==> config.mk <==
export PLATFORM = sky130hd
export DESIGN_NAME = spi_frame_sequencer
export DESIGN_NICKNAME = d
export VERILOG_FILES = /design/src/rtl/spi_seq_pkg.sv /design/src/rtl/sync_edge_det.sv /design/src/rtl/spi_frame_sequencer.sv
export SDC_FILE = /design/constraint.sdc
export NUM_CORES = 1
export LEC_CHECK = 0
export ABC_AREA = 0
export CELL_PAD_IN_SITES_DETAIL_PLACEMENT = 1
export CELL_PAD_IN_SITES_GLOBAL_PLACEMENT = 2
export CORE_ASPECT_RATIO = 0.5
export CORE_UTILIZATION = 32
export DETAILED_ROUTE_END_ITERATION = 6
export GPL_TIMING_DRIVEN = 0
export PLACE_DENSITY_LB_ADDON = 0.1
export SLEW_MARGIN = 0
export SYNTH_ARGS = -nofsm -noshare
export SYNTH_HDL_FRONTEND = slang
export SYNTH_SLANG_ARGS = --single-unit
==> constraint.sdc <==
create_clock -name mainclk -period 2.1 [get_ports mainclk]
set_input_delay 0.42 -clock mainclk [delete_from_list [all_inputs] [get_ports mainclk]]
set_output_delay 0.42 -clock mainclk [all_outputs]
set_load 0.02 [all_outputs]
==> src/rtl/spi_seq_pkg.sv <==
// ============================================================================
// Module      : spi_seq_pkg
// Description : Shared state encoding and default parameter values for the
//               SPI frame sequencer.
// Revision    : 1.0 - initial release
// ============================================================================
`default_nettype none

package spi_seq_pkg;

  localparam int DEF_MAX_BYTES      = 4;
  localparam int DEF_START_HOLD     = 8;
  localparam int DEF_GAP_CYCLES     = 16;
  localparam int DEF_TIMEOUT_CYCLES = 1024;

  typedef enum logic [2:0] {
    ST_IDLE    = 3'd0,
    ST_START   = 3'd1,
    ST_WAIT    = 3'd2,
    ST_CAPTURE = 3'd3,
    ST_GAP     = 3'd4,
    ST_DONE    = 3'd5,
    ST_ERR     = 3'd6
  } seq_state_t;

endpackage

`default_nettype wire

==> src/rtl/sync_edge_det.sv <==
// ============================================================================
// Module      : sync_edge_det
// Description : Two-flop synchronizer followed by a rising-edge detector for a
//               flag arriving from a foreign clock domain.
// Revision    : 1.0 - initial release
// ============================================================================
`default_nettype none

module sync_edge_det (
  input  logic clk,
  input  logic rst_n,
  input  logic async_in,
  output logic rise
);

  logic r_meta;
  logic r_sync;
  logic r_sync_d;

  // Bring the flag into this domain, keep one extra stage for edge detection
  always_ff @(posedge clk or negedge rst_n) begin
    if (!rst_n) begin
      r_meta   <= 1'b0;
      r_sync   <= 1'b0;
      r_sync_d <= 1'b0;
    end else begin
      r_meta   <= async_in;
      r_sync   <= r_meta;
      r_sync_d <= r_sync;
    end
  end

  assign rise = r_sync & ~r_sync_d;

endmodule

`default_nettype wire

==> src/rtl/spi_frame_sequencer.sv <==
// ============================================================================
// Module      : spi_frame_sequencer
// Description : Sends multi-byte register frames through the SPI byte engine,
//               MSB byte first, and gathers the returned bytes into one
//               response word with completion / error / timeout reporting.
// Revision    : 1.0 - initial release
// ============================================================================
`default_nettype none

module spi_frame_sequencer
  import spi_seq_pkg::*;
#(
  parameter int MAX_BYTES      = DEF_MAX_BYTES,
  parameter int START_HOLD     = DEF_START_HOLD,
  parameter int GAP_CYCLES     = DEF_GAP_CYCLES,
  parameter int TIMEOUT_CYCLES = DEF_TIMEOUT_CYCLES
) (
  input  logic                   mainclk,
  input  logic                   reset_n,
  input  logic                   cmd_valid,
  output logic                   cmd_ready,
  input  logic [2:0]             cmd_len,
  input  logic [8*MAX_BYTES-1:0] cmd_data,
  output logic                   spi_enable,
  output logic                   spi_start,
  output logic [7:0]             spi_tx,
  input  logic [7:0]             spi_rx,
  input  logic                   spi_finish,
  output logic                   rsp_valid,
  output logic [8*MAX_BYTES-1:0] rsp_data,
  output logic                   rsp_err,
  output logic                   busy
);

  localparam int c_dw = 8 * MAX_BYTES;
  localparam int c_iw = $clog2(MAX_BYTES + 1);
  localparam int c_hw = $clog2(START_HOLD + 1);
  localparam int c_gw = $clog2(GAP_CYCLES + 1);
  localparam int c_tw = $clog2(TIMEOUT_CYCLES);

  localparam logic [c_hw-1:0] c_hold_last = c_hw'(START_HOLD - 1);
  localparam logic [c_gw-1:0] c_gap_last  = c_gw'(GAP_CYCLES - 1);
  localparam logic [c_tw-1:0] c_to_last   = c_tw'(TIMEOUT_CYCLES - 1);

  seq_state_t      r_state;
  logic [c_dw-1:0] r_tx_buf;
  logic [c_dw-1:0] r_rx_shift;
  logic [2:0]      r_len;
  logic [c_iw-1:0] r_byte_idx;
  logic [c_hw-1:0] r_hold_cnt;
  logic [c_gw-1:0] r_gap_cnt;
  logic [c_tw-1:0] r_to_cnt;

  logic            w_fin_rise;
  logic            w_len_bad;
  logic            w_last_byte;
  logic [c_dw-1:0] w_tx_aligned;
  logic [c_dw-1:0] w_rx_next;

  sync_edge_det u_fin_sync (
    .clk      (mainclk),
    .rst_n    (reset_n),
    .async_in (spi_finish),
    .rise     (w_fin_rise)
  );

  // Frame decode: length check, left-align tx bytes so the first one sits on top
  always_comb begin
    w_len_bad    = (cmd_len == 3'd0) || (int'(cmd_len) > MAX_BYTES);
    w_tx_aligned = '0;
    if (!w_len_bad) begin
      w_tx_aligned = cmd_data << (8 * (MAX_BYTES - int'(cmd_len)));
    end
    w_last_byte = (int'(r_byte_idx) == (int'(r_len) - 1));
    w_rx_next   = {r_rx_shift[c_dw-9:0], spi_rx};
  end

  // Frame sequencing FSM with registered outputs, counters and rx shift register
  always_ff @(posedge mainclk or negedge reset_n) begin
    if (!reset_n) begin
      r_state    <= ST_IDLE;
      r_tx_buf   <= '0;
      r_rx_shift <= '0;
      r_len      <= '0;
      r_byte_idx <= '0;
      r_hold_cnt <= '0;
      r_gap_cnt  <= '0;
      r_to_cnt   <= '0;
      cmd_ready  <= 1'b1;
      busy       <= 1'b0;
      spi_enable <= 1'b0;
      spi_start  <= 1'b0;
      spi_tx     <= '0;
      rsp_valid  <= 1'b0;
      rsp_data   <= '0;
      rsp_err    <= 1'b0;
    end else begin
      rsp_valid <= 1'b0;
      case (r_state)
        ST_IDLE: begin
          if (cmd_valid && cmd_ready) begin
            cmd_ready  <= 1'b0;
            busy       <= 1'b1;
            r_len      <= cmd_len;
            r_byte_idx <= '0;
            r_rx_shift <= '0;
            if (w_len_bad) begin
              // Rejected frame: report immediately, never touch the engine
              r_state   <= ST_ERR;
              rsp_valid <= 1'b1;
              rsp_err   <= 1'b1;
              rsp_data  <= '0;
            end else begin
              r_state    <= ST_START;
              spi_enable <= 1'b1;
              spi_start  <= 1'b1;
              spi_tx     <= w_tx_aligned[c_dw-1 -: 8];
              r_tx_buf   <= w_tx_aligned << 8;
              r_hold_cnt <= '0;
            end
          end
        end

        ST_START: begin
          if (r_hold_cnt >= c_hold_last) begin
            spi_start <= 1'b0;
            r_to_cnt  <= '0;
            r_state   <= ST_WAIT;
          end else begin
            r_hold_cnt <= r_hold_cnt + c_hw'(1);
          end
        end

        ST_WAIT: begin
          if (w_fin_rise) begin
            r_state <= ST_CAPTURE;
          end else if (r_to_cnt >= c_to_last) begin
            // Engine never answered: abort with whatever was captured
            r_state    <= ST_ERR;
            rsp_valid  <= 1'b1;
            rsp_err    <= 1'b1;
            rsp_data   <= r_rx_shift;
            spi_enable <= 1'b0;
          end else begin
            r_to_cnt <= r_to_cnt + c_tw'(1);
          end
        end

        ST_CAPTURE: begin
          r_rx_shift <= w_rx_next;
          r_byte_idx <= r_byte_idx + c_iw'(1);
          if (w_last_byte) begin
            r_state    <= ST_DONE;
            rsp_valid  <= 1'b1;
            rsp_err    <= 1'b0;
            rsp_data   <= w_rx_next;
            spi_enable <= 1'b0;
          end else begin
            r_gap_cnt <= '0;
            r_state   <= ST_GAP;
          end
        end

        ST_GAP: begin
          if (r_gap_cnt >= c_gap_last) begin
            r_state    <= ST_START;
            spi_start  <= 1'b1;
            spi_tx     <= r_tx_buf[c_dw-1 -: 8];
            r_tx_buf   <= r_tx_buf << 8;
            r_hold_cnt <= '0;
          end else begin
            r_gap_cnt <= r_gap_cnt + c_gw'(1);
          end
        end

        ST_DONE, ST_ERR: begin
          r_state   <= ST_IDLE;
          cmd_ready <= 1'b1;
          busy      <= 1'b0;
        end

        default: begin
          r_state    <= ST_IDLE;
          cmd_ready  <= 1'b1;
          busy       <= 1'b0;
          spi_enable <= 1'b0;
          spi_start  <= 1'b0;
        end
      endcase
    end
  end

endmodule

`default_nettype wire

==> metrics.txt, run 1 <==
Max IR drop VDD 0.770 mV; Worst EP arrival 2.38 ns; Iter 0 DRT Violations 267; post-route cell area 0.00904 sq mm; Placed Instances 956; share of post-route cells with drive strength above 1 22.8%; Tot Pwr 12.0 mW; Crit Path Class reg -> reg; Core Area 0.0196 sq mm; final core utilization 46.1%; Max Cap Viol 0; Die Y-Extent 102 microns; Port Buf Inserts 90; pwr dens 1330 mW/mm^2; fraction of registers with async set/reset 100%; filler cell count 2120; GPL Wtd Cong 0.782; Routed WL per cell 20.3 microns; Pre-antenna DRT Iters 4; initial antenna violation count 0; # setup viols final 0; largest net degree at the start of global routing 87; fin cells 1021; Synth Net Count 653; TNS Setup 0 ns; Die ar. 0.0208 sq mm; HPWL Detailed 13300 microns; CP Max Fanout 8; CP required 2.41 ns; final hold violation count 0; largest cells by area after synthesis dfrtp_1, a22o_1, nand2_1, mux2_2, o21ai_0; Yosys cell types 59; Total GRT Usage 20.8%; Seq/Total Area, Yosys 51.6%; Starting Density 32.9%; grt ovf 0; worst path cell trace inv_2, ha_4, xnor2_4, mux2i_2, nand3_2, o221ai_4, buf_12, buf_12, buf_16, mux2_4; HP Class in -> reg; number of routed nets with antenna violations 0; cell mode on critical path buf_12; H-tree lvl count 4; crit end category flip-flop; CTS Buf Count 17; most common cell in the netlist dfrtp_1; Rows 36; status complete, no violations; Post-synth EDFFs 0; DIE WIDTH 203 microns; clock latency at the later pin of the worst-skew pair 0.42 ns; Top Family by Delay on Critical Path multiplexers; syn_area_per_cell 10.8 sq um; # DRC 0; Tcrit/Tclk final 98.3%; ys flop type dfrtp_1; CTS tree done; Layout Area Growth over Synthesis 40.2%; num ports 93; CP bufs+invs 4; Commonest cells post-synth dfrtp_1, a22o_1, nand2_1, o21ai_0, nor2_1; Pleak 3.91 nW; vias post-DR 5452; cells after synthesis 599; Yosys top cell by area dfrtp_1; Worst-Margin Slew 0.869 ns; Diodes inserted 0; Yosys top cell area share 51.2%; fin nets 796; vias in the first global route 5586; Synth Register Bits 133; Clock Skews 0.00926 ns; placed cell area 0.00774 sq mm; RSZ-0062 raised after global routing yes; Post-Route WL 20700 microns; CP peak stage delay 0.38 ns; Synthesis Warnings 0; clock slew at reported path FFs 0.06 ns; Via-to-Cell Ratio 5.34; Rel. slew slack 42.0%; Final min period 2.07 ns; maximum clock rate 484 MHz; CTS Buffer Depth 2; Clock Sink Count 133; CP max-delay cell dfrtp_1; Syn Std Cell Area 0.00645 sq mm; first-pass GRT wire length 32500 microns; Setup crit start kind flip-flop; Slew Viols, Final 0; Root Driver clkbuf_16
[worst min-delay path: cells and delay by family]
kind	cells	cell delay (ns)
AO/OA/AOI/OAI	1	0.06
AND/OR/NAND/NOR	1	0.06
buffers and inverters	1	0.15
[flip-flops by register name (all words and copies together) (netlist names), 4 cells and up]
register    cells
rsp_data       32
r_hold_cnt      4
r_gap_cnt       5
r_tx_buf       24
spi_tx          8
r_rx_shift     32
r_to_cnt       10
[power breakdown]
group | switching (mW) | internal, mW | total [mW]
Combinational | 2.67 | 2.12 | 4.79
Clock | 1.28 | 2.06 | 3.34
Sequential | 0.579 | 3.29 | 3.87
[placed cells by master (no fill, tap or decap), drive strengths merged, types with 5 or more instances in the layout]
cell and count:
dfrtp 132, clkdlybuf4s50 88, a22o 67, nand2 67, o21ai 61, buf 56, mux2 42, clkbuf 38
nor2 30, a21oi 20, nand3 17, inv 16, a22oi 15, a32oi 8, a221oi 8, and3 7
nand4 7, ha 7, or3 6, nor2b 5, nor3 5
[path summary, 6_finish.rpt]
check                             startpoint                 to  slack (ns)  cells after the start
setup / recovery                    r_len[1]       rsp_data[30]        0.03                     10
hold / removal                    cmd_len[1]           r_len[1]        0.31                      3
setup reg to reg                    r_len[1]       rsp_data[30]        0.03                     10
hold reg to reg            u_fin_sync.r_meta  u_fin_sync.r_sync        0.35                      0
max in group asynchronous            reset_n        r_tx_buf[9]        0.79                      3
min in group asynchronous            reset_n       rsp_data[19]        0.50                      2
[cell type report]
type | instances | area [sq um] | share of cell area [%]
Sequential cell | 133 | 3330 | 36.8
Multi-Input combinational cell | 415 | 3130 | 34.7
Timing Repair Buffer | 126 | 1290 | 14.2
Clock buffer | 18 | 439 | 4.86
Tap cell | 266 | 333 | 3.68
Buffer | 39 | 263 | 2.91
Clock inverter | 14 | 211 | 2.34
Inverter | 10 | 42.5 | 0.471
[metal layers]
layer	track usage [%]	up-vias	part of all wire [%]
met4	5.96	0	1.1
met1	28.9	2779	50
met3	3.89	18	3.4
li1	-	2519	-
met2	33.5	136	46
met5	0	-	0
[repair_timing]
item | CTS | global route
gates cloned | 3 | 0
endpoints found under the setup margin | 82 | 103
endpoints found under the hold margin | 47 | 0
hold buffers | 1 | 0
pin swaps | 8 | 6
setup buffers | 20 | 15
gates resized for setup | 40 | 53
[logic make-up after synthesis]
group           Yosys count  synth area share (%)
compound gates          198                  22.2
xor+xnor                  8                  1.09
fa+ha+maj                 7                  1.36
buf+inv                  51                  3.74
flops                   133                  51.6
mux                      44                  7.64
simple gates            158                  12.3
[metrics by stage]
step / setup slack, ns / hold slack [ns]
after floorplan: 0.0276 / 0.124
after global placement: -5.18 / 0.339
after detailed placement: -0.873 / 0.336
after CTS: -0.0301 / 0.351
after global routing: -0.0610 / 0.327
final: 0.0347 / 0.314
(Power assumes the default switching activity.)
==> run 2, diff against run 1 <==
CORE_MARGIN = 4   (was unset)
CORE_UTILIZATION = 33   (was 32)
CTS_BUF_LIST = sky130_fd_sc_hd__clkbuf_8   (was unset)
==> metrics.txt, run 2 (synthesized netlist as in run 1, its figures left out) <==
status complete, no violations; Layout Area Growth over Synthesis 37.2%; CP Max Fanout 7 (-1); Core Area 0.0188 sq mm (-4.1%); Rows 35 (-2.8%); Port Buf Inserts 90 (unchanged); Routed WL per cell 20.5 microns (+1.3%); DIE WIDTH 206 microns (+1.4%); Pleak 3.83 nW (-2.0%); TNS Setup 0 ns (unchanged); Worst EP arrival 2.42 ns (+0.04 ns); Via-to-Cell Ratio 5.34 (about the same); # setup viols final 0 (unchanged); CP required 2.44 ns (+0.03 ns); Setup crit start kind flip-flop; # DRC 0 (unchanged); most frequent cells in the layout dfrtp_1, clkdlybuf4s50_1, a22o_1, nand2_1, o21ai_0; Total GRT Usage 19.3% (-1.5 points); Pre-antenna DRT Iters 4 (unchanged); Diodes inserted 0 (unchanged); grt ovf 0 (unchanged); largest registers r_rx_shift (32), rsp_data (32), r_tx_buf (24); final core utilization 47.1% (+0.98 points); CTS Buf Count 17 (unchanged); num ports 93 (unchanged); H-tree lvl count 4 (unchanged); Reg power frac 35.0% (+2.7 points); most common cell after layout, fill and taps aside dfrtp_1; Pint 6.67 mW (-11%); CTS Buffer Depth 2 (unchanged); clock power share 21.2% (-6.6 points); crit end category flip-flop; Root Driver clkbuf_8; HP Class in -> reg; Max IR drop VDD 0.506 mV (-34%); vias post-DR 5424 (-0.51%); Slew Viols, Final 0 (unchanged); Starting Density 34.3% (+1.4 points); CTS tree done; pwr dens 1250 mW/mm^2 (-5.7%); final hold violation count 0 (unchanged); Post-Route WL 20900 microns (+0.84%); initial antenna violation count 0 (unchanged); GPL Wtd Cong 0.812 (+3.9%); share of post-route cells with drive strength above 1 23.5% (+0.73 points); fin nets 798 (+0.25%); fin cells 1016 (-0.49%); Rel. slew slack 40.7% (-1.3 points); maximum clock rate 482 MHz (-0.50%); first-pass GRT wire length 32800 microns (+0.98%); clock slew at reported path FFs 0.08 ns (+0.02 ns); Crit Path Class reg -> reg; number of routed nets with antenna violations 0 (unchanged); Worst-Margin Slew 0.889 ns (+0.0199 ns); Die Y-Extent 107 microns (+4.4%); Placed Instances 949 (-0.73%); HPWL Detailed 13500 microns (+1.6%); Die ar. 0.0220 sq mm (+5.9%); Clock Sink Count 133 (unchanged); P_sw 4.41 mW (-2.6%); Final min period 2.08 ns (+0.0105 ns); vias in the first global route 5794 (+3.7%); Max Cap Viol 0 (unchanged); Switching Fraction 39.8% (+2.1 points); RSZ-0062 raised after global routing yes; largest net degree at the start of global routing 70 (-20%); Gate power share 43.8% (+3.9 points); Iter 0 DRT Violations 227 (-15%); clock latency at the later pin of the worst-skew pair 0.46 ns (+0.04 ns); Clock Skews 0.0190 ns (+0.00977 ns); Tcrit/Tclk final 98.8% (+0.50 points); filler cell count 2032 (-4.2%)
run 2: area by class of cell:
class	count	area (sq um)	area share, %
well taps	259	324	3.66
inverters	10	42.5	0.481
clock buffers	17	234	2.64
multi-input cells	415	3160	35.7
plain buffers	40	283	3.19
repair buffers	127	1300	14.7
clock inverters	15	180	2.04
flip-flops and latches	133	3330	37.6
run 2: layer usage:
metal	share of wire, %	wire length (microns)	up-vias	track usage (%)
li1	-	-	2515	-
met1	48	10000	2765	26.6
met2	46	9670	120	31.1
met3	4.4	915	24	3.99
met4	1.2	251	0	5.01
met5	0	0	-	0
run 2: worst max-delay path, cell delays in order, from the launching register on:
cell	delay, ns
dfrtp_1	0.40
inv_2	0.09
ha_4	0.16
xnor2_4	0.11
mux2i_2	0.28
nand3_2	0.14
o221ai_4	0.13
buf_12	0.20
clkbuf_16	0.16
mux2_4	0.29
run 2: final timing paths:
check | startpoint | end | slack (ns) | cells after the start
worst max-delay path | r_len[1] | rsp_data[22] | 0.02 | 9
worst min-delay path | cmd_len[2] | r_len[2] | 0.34 | 3
worst max register to register | r_len[1] | rsp_data[22] | 0.02 | 9
worst min register to register | u_fin_sync.r_meta | u_fin_sync.r_sync | 0.36 | 0
max in group asynchronous | reset_n | cmd_ready | 0.77 | 3
min in group asynchronous | reset_n | rsp_data[27] | 0.52 | 2
run 2: metrics by stage:
step	worst slack, ns	cell area, sq um	power, mW	hold WS, ns
floorplan	0.0276	6480	6.21	0.124
finish	0.0242	8850	11.1	0.336
global placement	-5.11	7710	7.72	0.337
CTS	-0.00811	8560	10.8	0.312
detailed placement	-0.807	7740	7.81	0.337
global route	-0.0595	8850	11.8	0.336
run 2: what timing repair did:
item,4_1_cts,5_1_grt
hold buffers,1,0
pin swaps,10,6
setup buffers,19,13
resized for setup,46,48
gates cloned,2,1
endpoints found under the setup margin,75,107
hold endpoints to repair,59,0
run 2: power by group through the flow:
stage	sequential, mW	clock [mW]	combinational [mW]
2_1_floorplan	3.98	0	2.23
4_1_cts	3.86	2.42	4.49
3_5_place_dp	3.90	0	3.91
6_report	3.88	2.35	4.85
3_3_place_gp	3.88	0	3.84
5_1_grt	3.99	2.54	5.28
==> run 3, diff against run 2 <==
--- a/config.mk
+++ b/config.mk
@@ -6,10 +6,10 @@
 export NUM_CORES = 1
 export LEC_CHECK = 0
-export ABC_AREA = 0
+export ABC_AREA = 1
 export CELL_PAD_IN_SITES_DETAIL_PLACEMENT = 1
 export CELL_PAD_IN_SITES_GLOBAL_PLACEMENT = 2
 export CORE_ASPECT_RATIO = 0.5
 export CORE_MARGIN = 4
-export CORE_UTILIZATION = 33
+export CORE_UTILIZATION = 30
 export CTS_BUF_LIST = sky130_fd_sc_hd__clkbuf_8
 export DETAILED_ROUTE_END_ITERATION = 6
==> constraint.sdc (replaced) <==
create_clock -name mainclk -period 2.1 [get_ports mainclk]
set_input_delay 0.315 -clock mainclk [delete_from_list [all_inputs] [get_ports mainclk]]
set_output_delay 0.315 -clock mainclk [all_outputs]
set_load 0.02 [all_outputs]
==> metrics.txt, run 3 <==
Rel. slew slack 48.8% (+8.1 points); fin cells 1329 (+31%); pwr dens 1270 mW/mm^2 (+1.3%); Min Hold Slack 0.307 ns (-0.0295 ns); Core Area 0.0221 sq mm (+18%); placed cell area 0.00822 sq mm (+6.3%); number of routed nets with antenna violations 0 (unchanged); Synth Register Bits 133 (unchanged); Yosys top cell area share 47.9% (-3.3 points); Post-synth EDFFs 0 (unchanged); HPWL Detailed 15700 microns (+16%); CP required 2.43 ns (about the same); Final min period 2.01 ns (-0.0698 ns); CP Max Fanout 10 (+3); Diodes inserted 0 (unchanged); Die Y-Extent 115 microns (+7.8%); most common cell in the netlist nand2_1; most common cell after layout, fill and taps aside nand2_1; final hold violation count 0 (unchanged); status complete, no violations; CTS Buf Count 17 (unchanged); Post-Place Setup Slack -0.950 ns (-0.143 ns); initial antenna violation count 0 (unchanged); crit end category flip-flop; Pre-antenna DRT Iters 4 (unchanged); Syn Std Cell Area 0.00690 sq mm (+6.9%); Pleak 4.20 nW (+9.7%); Crit Path Class reg -> reg; Synth Net Count 953 (+46%); syn_area_per_cell 7.67 sq um (-29%); filler cell count 2726 (+34%); GPL Wtd Cong 0.752 (-7.4%); TNS Setup 0 ns (unchanged); fraction of registers with async set/reset 100% (unchanged); Slew Viols, Final 0 (unchanged); Root Driver clkbuf_8; CTS Buffer Depth 2 (unchanged); Clock Sink Count 133 (unchanged); share of post-route cells with drive strength above 1 9.52% (-14 points); Commonest cells post-synth nand2_1, dfrtp_1, nand3_1, inv_1, o22ai_1; H-tree lvl count 4 (unchanged); Total GRT Usage 17.6% (-1.7 points); largest net degree at the start of global routing 75 (+7.1%); num ports 93 (unchanged); Die ar. 0.0256 sq mm (+17%); cells after synthesis 899 (+50%); DIE WIDTH 222 microns (+8.1%); Post-Route WL 21300 microns (+2.1%); Setup crit start kind flip-flop; Yosys top cell by area dfrtp_1; first-pass GRT wire length 35800 microns (+8.9%); clock latency at the later pin of the worst-skew pair 0.46 ns (about the same); vias post-DR 6248 (+15%); fin worst setup slack 0.0940 ns (+0.0698 ns); fin nets 1071 (+34%); Via-to-Cell Ratio 4.70 (-12%); Worst-Margin Slew 0.769 ns (-0.121 ns); Synthesis Warnings 0 (unchanged); Layout Area Growth over Synthesis 26.6%; RSZ-0062 raised after global routing yes; maximum clock rate 499 MHz (+3.5%); most frequent cells in the layout nand2_1, dfrtp_1, nand3_1, clkdlybuf4s50_1, inv_1; Routed WL per cell 16.0 microns (-22%); Placed Instances 1292 (+36%); Iter 0 DRT Violations 371 (+63%); clock slew at reported path FFs 0.09 ns (about the same); grt ovf 0 (unchanged); Max IR drop VDD 0.536 mV (+5.9%); largest registers r_rx_shift (32), rsp_data (32), r_tx_buf (24); # DRC 0 (unchanged); Max Cap Viol 0 (unchanged); HP Class in -> reg; # setup viols final 0 (unchanged); Yosys cell types 35 (-41%); Worst EP arrival 2.34 ns (-0.08 ns); ys flop type dfrtp_1; Port Buf Inserts 92 (+2.2%); Tcrit/Tclk final 95.5% (-3.3 points); Rows 38 (+8.6%); Clock Skews 0.0174 ns (-0.00166 ns); Seq/Total Area, Yosys 48.3% (-3.4 points); post-route cell area 0.00873 sq mm (-1.4%); vias in the first global route 6646 (+15%); Starting Density 31.2% (-3.1 points); CTS tree done; largest cells by area after synthesis dfrtp_1, nand2_1, nand3_1, o22ai_1, inv_1
[run 3: cell types whose count changed in the layout (fill, tap and decap cells not counted), sizes merged, moves of 13 or more]
cell   previous run  this run
inv              15        94
a21oi            20         7
a22oi            15         1
nor2             30        60
buf              56        37
mux2             42         0
nand2            67       332
a22o             67         0
nand3            17        91
o21ai            61        42
o22ai             2        67
[run 3: cells by family after synthesis]
logic type / share of synthesized area [%]
compound gates: 10.3
xor+xnor: 0.635
fa+ha+maj: 1.27
buf+inv: 9.07
flops: 48.3
mux: 0.145
simple gates: 30.3
[run 3: area by class of cell]
class / instances / area [sq um] / area share (%)
timing repair buffer: 99 / 996 / 11.4
clock inverter: 12 / 153 / 1.75
sequential: 133 / 3330 / 38.1
tap: 300 / 375 / 4.30
buffer: 43 / 300 / 3.44
inverter: 92 / 350 / 4.01
multi-input combinational: 631 / 2970 / 34.0
clock buffer: 19 / 262 / 2.99
[run 3: where the power goes]
part	internal [mW]	switching, mW
Sequential	3.33	0.406
Combinational	1.87	3.16
Clock	1.23	1.08
Total	6.43	4.65
[run 3: critical path, stage by stage (launching register included)]
cell and delay, ns:
dfrtp_1 0.39, ha_1 0.23, nand2_1 0.09, nor2_1 0.04, ha_1 0.17, nor3_1 0.16
nand3_1 0.14, buf_4 0.16, nand3_2 0.12, nor2_8 0.07, buf_6 0.16, nand2_1 0.06
o21ai_0 0.07
[run 3: layer usage]
metal	track usage [%]	up-vias	part of all wire, %
li1	-	3150	-
met5	0	-	0
met4	3.94	0	0.97
met3	3.80	18	3.0
met2	29.9	76	48
met1	23.4	3004	48
[run 3: what timing repair did]
action                                  4_1_cts  5_1_grt
hold buffers                                  1        0
buffers inserted                              3        2
pin swaps                                     2        1
endpoints found under the setup margin       72       82
gates resized for setup                      10       11
endpoints found under the hold margin        73        0
cloned                                        0        0
[run 3: worst paths after layout]
path,start,cells past startpoint,slack (ns),to
max,r_gap_cnt[0],12,0.09,r_tx_buf[28]
min,spi_finish,1,0.31,u_fin_sync.r_meta
max reg2reg,r_gap_cnt[0],12,0.09,r_tx_buf[28]
min reg2reg,u_fin_sync.r_meta,0,0.36,u_fin_sync.r_sync
max in group asynchronous,reset_n,3,0.82,cmd_ready
min in group asynchronous,reset_n,2,0.46,r_tx_buf[11]
[run 3: per-stage QoR]
stage	utilization, %	power, mW
global route	39.5	12.0
floorplan	-	6.92
CTS	39.3	11.2
global placement	37.1	8.67
finish	39.5	11.1
detailed placement	37.2	8.78
